`config.mk`:
```
export PLATFORM = sky130hd
export DESIGN_NAME = timer_counter
export DESIGN_NICKNAME = d
export VERILOG_FILES = /design/src/rtl/timer_counter.sv
export SDC_FILE = /design/constraint.sdc
export NUM_CORES = 1
export LEC_CHECK = 0
export ABC_CLOCK_PERIOD_IN_PS = 4400
export BUFFER_PORTS_ARGS = -buffer_cell sky130_fd_sc_hd__buf_2
export CAP_MARGIN = 20
export CORE_ASPECT_RATIO = 0.7
export CORE_MARGIN = 1.5
export CORE_UTILIZATION = 50
export CTS_CLUSTER_SIZE = 16
export DETAILED_ROUTE_END_ITERATION = 8
export PLACE_DENSITY_LB_ADDON = 0.2
export SYNTH_ARGS = -nofsm -noshare
export SYNTH_HDL_FRONTEND = slang
export SYNTH_SLANG_ARGS = --single-unit
```
`constraint.sdc`:
```
create_clock -name clk -period 4.4 [get_ports clk]
set_clock_uncertainty 0.2 [all_clocks]
set_input_delay 0.66 -clock clk [delete_from_list [all_inputs] [get_ports clk]]
set_output_delay 0.66 -clock clk [all_outputs]
set_load 0.005 [all_outputs]
```
`src/rtl/timer_counter.sv`:
```
// rtl/timer_counter.sv - memory-mapped 32-bit down-counting timer with one-shot and auto-reload modes
module timer_counter (
    input  logic        clk,
    input  logic        reset,
    input  logic [31:0] addr,
    input  logic        we,
    input  logic [31:0] wdata,
    output logic [31:0] rdata,
    output logic        irq
);

    typedef enum logic [1:0] {
        S_IDLE = 2'd0,
        S_LOAD = 2'd1,
        S_CNT  = 2'd2,
        S_INT  = 2'd3
    } state_t;

    state_t      state;
    state_t      state_nxt;

    logic        ctrl_en;
    logic [1:0]  ctrl_mode;
    logic        ctrl_im;
    logic [31:0] preset;
    logic [31:0] count;
    logic        irq_flag;

    logic        wr_ctrl;
    logic        wr_preset;
    logic        auto_reload;
    logic        count_zero;

    logic        load_count;
    logic        dec_count;
    logic        set_flag;
    logic        int_clr_en;
    logic        int_clr_flag;

    assign wr_ctrl     = we && (addr[3:2] == 2'd0);
    assign wr_preset   = we && (addr[3:2] == 2'd1);
    assign auto_reload = (ctrl_mode == 2'b01);
    assign count_zero  = (count == 32'd0);

    always_ff @(posedge clk or negedge reset) begin
        if (!reset) begin
            state <= S_IDLE;
        end else begin
            state <= state_nxt;
        end
    end

    always_comb begin
        state_nxt = state;
        case (state)
            S_IDLE: if (ctrl_en) state_nxt = S_LOAD;
            S_LOAD: state_nxt = S_CNT;
            S_CNT: begin
                if (!ctrl_en) begin
                    state_nxt = S_IDLE;
                end else if (count_zero) begin
                    state_nxt = S_INT;
                end
            end
            S_INT:  state_nxt = S_IDLE;
            default: state_nxt = S_IDLE;
        endcase
    end

    // The counter stops at zero inside CNT, so the decrement can never wrap.
    always_comb begin
        load_count   = (state == S_LOAD);
        dec_count    = (state == S_CNT) && ctrl_en && !count_zero;
        set_flag     = (state == S_CNT) && ctrl_en && count_zero;
        int_clr_en   = (state == S_INT) && !auto_reload;
        int_clr_flag = (state == S_INT) && auto_reload;
    end

    // Bus writes take precedence over the FSM's own updates of EN and irq_flag.
    always_ff @(posedge clk or negedge reset) begin
        if (!reset) begin
            ctrl_en   <= 1'b0;
            ctrl_mode <= 2'b00;
            ctrl_im   <= 1'b0;
            preset    <= 32'd0;
            count     <= 32'd0;
            irq_flag  <= 1'b0;
        end else begin
            if (wr_ctrl) begin
                {ctrl_im, ctrl_mode, ctrl_en} <= wdata[3:0];
            end else if (int_clr_en) begin
                ctrl_en <= 1'b0;
            end

            if (wr_preset) begin
                preset <= wdata;
            end

            if (load_count) begin
                count <= preset;
            end else if (dec_count) begin
                count <= count - 32'd1;
            end

            if (wr_ctrl || wr_preset) begin
                irq_flag <= 1'b0;
            end else if (set_flag) begin
                irq_flag <= 1'b1;
            end else if (int_clr_flag) begin
                irq_flag <= 1'b0;
            end
        end
    end

    always_comb begin
        rdata = 32'd0;
        case (addr[3:2])
            2'd0:    rdata = {28'd0, ctrl_im, ctrl_mode, ctrl_en};
            2'd1:    rdata = preset;
            2'd2:    rdata = count;
            default: rdata = 32'd0;
        endcase
    end

    assign irq = irq_flag & ctrl_im;

endmodule

```
# [Word-level counts from Yosys, hierarchy flattened]
# Cells that the tools add are included.
[word_totals] ff_bits=71 out_inout_bits=33 wordCells=46
[op_classes] n_addsub=1 eq_ne=8 mux=12 bitwise=1 n_reduce_logical=17
[op_table] op="case mux 32 bit (3 select lines)" count=1
[op_table] op="2-to-1 mux 32 bit" count=2
[op_table] op="zero test 32 bit" count=1
[op_table] op="subtractor 32 x 1 -> 32 bit (second input constant)" count=1
[op_table] op="case mux 2 bit (4 select lines)" count=1
[op_table] op="logical AND 1 bit" count=7
[op_table] op="equality test 2 x 1 -> 1 bit (second input constant)" count=3
[op_table] op="equality test 2 bit (second input constant)" count=3
[op_table] op="2-to-1 mux 2 bit" count=3
[op_table] op="2-to-1 mux 1 bit" count=5
[op_table] op="zero test 2 bit" count=2
[op_table] op="nonzero test 2 bit" count=2
[op_table] op="inequality test 3 bit (second input constant)" count=1
[op_table] op="nonzero test 3 bit" count=1
[op_table] op="zero test 1 bit" count=2
[op_table] op="inequality test 2 bit (second input constant)" count=1
[op_table] op="AND reduction 2 bit" count=1
[op_table] op="AND 1 bit" count=1
[op_table] op="logical OR 1 bit" count=1

# [Depth between registers and ports, before layout]
[logic_depth] word_depth=5 mapped_depth=9 ltp_nobuf=7

# [Least setup slack after synthesis]
# Ideal clock, no wire load.
[synth_path] kind="reg2reg" from="register count[22]" to="register count[26]" setup_time_ns=0.126 arrival_time_ns=2.505 t_required_ns=4.074 path_slack_ns=1.569 path_stages_with_launch=10 period_less_slack_ns=2.831 cell_sequence="dfrtp_1 -> buf_6 -> or4_4 -> or4_1 -> buf_2 -> o31ai_4 -> buf_6 -> buf_6 -> a21oi_1 -> a221o_1"
[synth_between] elab_chain_cells=4
[synth_lines] element="start, declared" line="26" rtl="logic [31:0] count;"
[synth_lines] element="start signal, assigned" line="100" rtl="count <= preset;"
[synth_lines] element="start signal, assigned" line="102" rtl="count <= count - 32'd1;"
[synth_lines] element="branches (longest 4 deep; another with subtractor 32 x 1 -> 32 bit)"
# Several ways; the timed one is not identified. The select of a mux whose other input is x is not followed.
# A chain may end at the register's enable or synchronous reset.

# [Final worst setup path]
[layout_path] from="register count[22]" to="register count[29]"
# The elaborated chain is that of the path after synthesis.

==> impl_metrics.tcl <==
set metrics [dict create \
    synth_area_per_cell_um2 10.4 \
    grt_pass1_wl_mm 16.0 \
    cp_slowest_stage_delay_ns 0.68 \
    port_buffers 69 \
    slew_headroom_pct 48.9 \
    wl_mm 9.75 \
    tightest_slew_ns 0.765 \
    num-fill-cells 683 \
    clock_path_buffers 2 \
    crit_buf_inv 1 \
    drive_above_1_share_pct 31.7 \
    drv_slew 0 \
    async_flop_share_pct 100 \
    pin_count 100 \
    start_kind "flip-flop" \
    drt_first_pass_iters 4 \
    cts_tree "built" \
    yosysTopAreaCell "dfrtp_1" \
    die_y_um 76.8 \
    htreeDepth 3 \
    antenna_found_initial 0 \
    nets 512 \
    tns_ns 0 \
    fp.coreArea_mm2 0.00742 \
    netlist_instances 375 \
    hp-class "flip-flop to flip-flop" \
    grt-ovfl-total 0 \
    end_kind "flip-flop" \
    rsz0062_at_grt "false" \
    grt_usage_pct 24.8 \
    period_minus_slack_ns 3.10 \
    worstSetupPathType "flip-flop to flip-flop" \
    syn2layout_area_growth_pct 15.9 \
    hold_viol_final 0 \
    net-switching-power_mw 0.928 \
    num_vias 3321 \
    critPathSlowestCell "or4_1" \
    grt_pass1_vias 3162 \
    rows 26 \
    status "completed" \
    grt_start_max_net_pins 36 \
    antenna_left 0 \
    synth_cell_types 56 \
    p_int_mw 1.48 \
    yosys-top-cells-area "dfrtp_1, mux2_2, a22o_1, nand2_1, or4_1" \
    path_clk_slew_ns 0.07 \
    path_cells "or4_4, or4_1, o41ai_2, buf_4, o21bai_1, a21o_1" \
    post-dp-hpwl_mm 6.75 \
    clk_latency_ns 0.35 \
    cts-root-buf "clkbuf_8" \
    pwr-share-seq_pct 47.0 \
    pwr-share-comb_pct 34.0 \
    post-route-period-util_pct 70.4 \
    dieArea_mm2 0.00832 \
    path_max_fanout 10 \
    synth_nets 443 \
    synth_area_mm2 0.00388 \
    synth_top_area_share_pct 45.7 \
    synth-seq-cells 71 \
    setup_viol 0 \
    cts_made_buffers 9 \
    timing.fmax_mhz 323 \
    vdd_drop_max_mv 0.217 \
    die_w_um 108 \
    ys.flop_type "dfrtp_1" \
    crit_family "simple AND/OR/NAND/NOR gates" \
    vias_per_cell 6.08 \
    arrival_ns 3.19 \
    cts_resized 0 \
    routabilityCongestion 0.858 \
    power.density_mw_per_mm2 535 \
    start_util_pct 52.4 \
    power_frac_clock_pct 18.9 \
    n_antenna_cell 0 \
    drt_iter0_drc 178 \
    cap_violations 0 \
    seq_area_frac_synth_pct 45.7 \
    synth-edff-count 0 \
    fin_util_pct 60.7 \
    power.leakage_nw 1.94 \
    route.detailed.drc 0 \
    swShare_pct 38.5 \
    cts_sinks 71 \
    worst_ep_required_time_ns 4.49 \
    ys_warn_count 0 \
    wire_per_inst_um 17.9 \
]
## power by group through the flow
stage               sequential (mW)  combinational [mW]  clock (mW)
floorplan                      1.04               0.622           0
global placement               1.12               0.791           0
detailed placement             1.14               0.819           0
CTS                            1.13               0.825       0.463
global route                   1.17               0.912       0.499
finish                         1.13               0.819       0.456
## registers in the layout (all words and copies together) (netlist names)
register   cells
preset        32
irq_flag       1
ctrl_im        1
ctrl_en        1
count         32
ctrl_mode      2
state          2
## layout make-up
| cell class | count | area, um^2 | area share (%) |
|---|---|---|---|
| Clock buffer | 11 | 141 | 3.14 |
| Clock inverter | 4 | 22.5 | 0.500 |
| Sequential cell | 71 | 1780 | 39.5 |
| Timing Repair Buffer | 83 | 453 | 10.1 |
| Tap cell | 98 | 123 | 2.72 |
| Multi-Input combinational cell | 275 | 1970 | 43.8 |
| Inverter | 4 | 15.0 | 0.333 |
## layer usage
layer	routed length, um	vias to the layer above	track usage [%]
li1	-	1586	-
met1	4680	1623	35.0
met2	4420	101	38.5
met3	559	11	6.55
met4	97	0	5.00
met5	0	-	0
## stage by stage
stage,setup WS (ns),power [mW],instances,instance area [um^2],hold WS (ns)
floorplan,1.57,1.66,375,3880,0.164
global placement,1.35,1.91,530,4330,0.286
detailed placement,1.34,1.96,530,4330,0.294
CTS,1.31,2.42,546,4500,0.309
global route,1.20,2.58,546,4500,0.300
finish,1.30,2.41,546,4500,0.312
## tightest hold or removal path: cells and delay by family (launching register included)
kind / cells / cell delay, ns
DFF: 1 / 0.37
and+or+nand+nor: 2 / 0.12
## cell families after synthesis
logic type | count (synthesis) | synth area share, %
muxes | 39 | 11.2
DFF | 71 | 45.7
AOI/OAI and AO/OA | 96 | 19.3
and+or+nand+nor | 135 | 18.9
xor gates and xnor gates | 4 | 0.902
adders and majority gates | 1 | 0.322
buffers and inverters | 29 | 3.64
## path summary, 6_finish.rpt
| path | depth (start not counted) | slack [ns] | startpoint | to |
|---|---|---|---|---|
| hold / removal | 2 | 0.31 | preset[25]$_DFFE_PN0P_ | count[25]$_DFFE_PN0P_ |
| hold reg to reg | 2 | 0.31 | preset[25]$_DFFE_PN0P_ | count[25]$_DFFE_PN0P_ |
| setup reg to reg | 6 | 1.30 | count[22]$_DFFE_PN0P_ | count[29]$_DFFE_PN0P_ |
| min in group asynchronous | 2 | 0.52 | reset | ctrl_im$_DFFE_PN0P_ |
| max in group asynchronous | 3 | 2.73 | reset | count[23]$_DFFE_PN0P_ |
| setup / recovery | 6 | 1.30 | count[22]$_DFFE_PN0P_ | count[29]$_DFFE_PN0P_ |
## layout by cell type (no fill, tap or decap), drive strengths merged, types with 3 or more instances in the layout
| cell type | n |
|---|---|
| a211o | 3 |
| a21oi | 7 |
| a22o | 28 |
| a22oi | 3 |
| a31oi | 6 |
| buf | 82 |
| clkbuf | 11 |
| clkinv | 3 |
| dfrtp | 71 |
| inv | 4 |
| mux2 | 35 |
| mux2i | 4 |
| nand2 | 34 |
| nand2b | 3 |
| nand3 | 17 |
| nor2 | 15 |
| nor2b | 3 |
| nor3 | 6 |
| nor3b | 3 |
| nor4 | 12 |
| o211ai | 5 |
| o21ai | 15 |
| o311a | 3 |
| o311ai | 7 |
| o31ai | 5 |
| or2 | 5 |
| or3 | 12 |
| or4 | 16 |
## Yosys cell counts, drive strengths merged, types with 3 or more instances
| master | count |
|---|---|
| a211o | 3 |
| a21oi | 7 |
| a22o | 28 |
| a22oi | 3 |
| a31oi | 6 |
| buf | 10 |
| clkbuf | 15 |
| dfrtp | 71 |
| inv | 4 |
| mux2 | 35 |
| mux2i | 4 |
| nand2 | 34 |
| nand2b | 3 |
| nand3 | 17 |
| nor2 | 15 |
| nor2b | 3 |
| nor3 | 6 |
| nor3b | 3 |
| nor4 | 12 |
| o211ai | 5 |
| o21ai | 15 |
| o311a | 3 |
| o311ai | 7 |
| o31ai | 5 |
| or2 | 5 |
| or3 | 12 |
| or4 | 16 |
## repair_timing
item                       4_1_cts  5_1_grt
buffers inserted                 0        0
hold buffers                     1        0
setup endpoints to repair        0        0
hold endpoints to repair        11        0
Note: power is estimated with default switching activity, not from simulation.
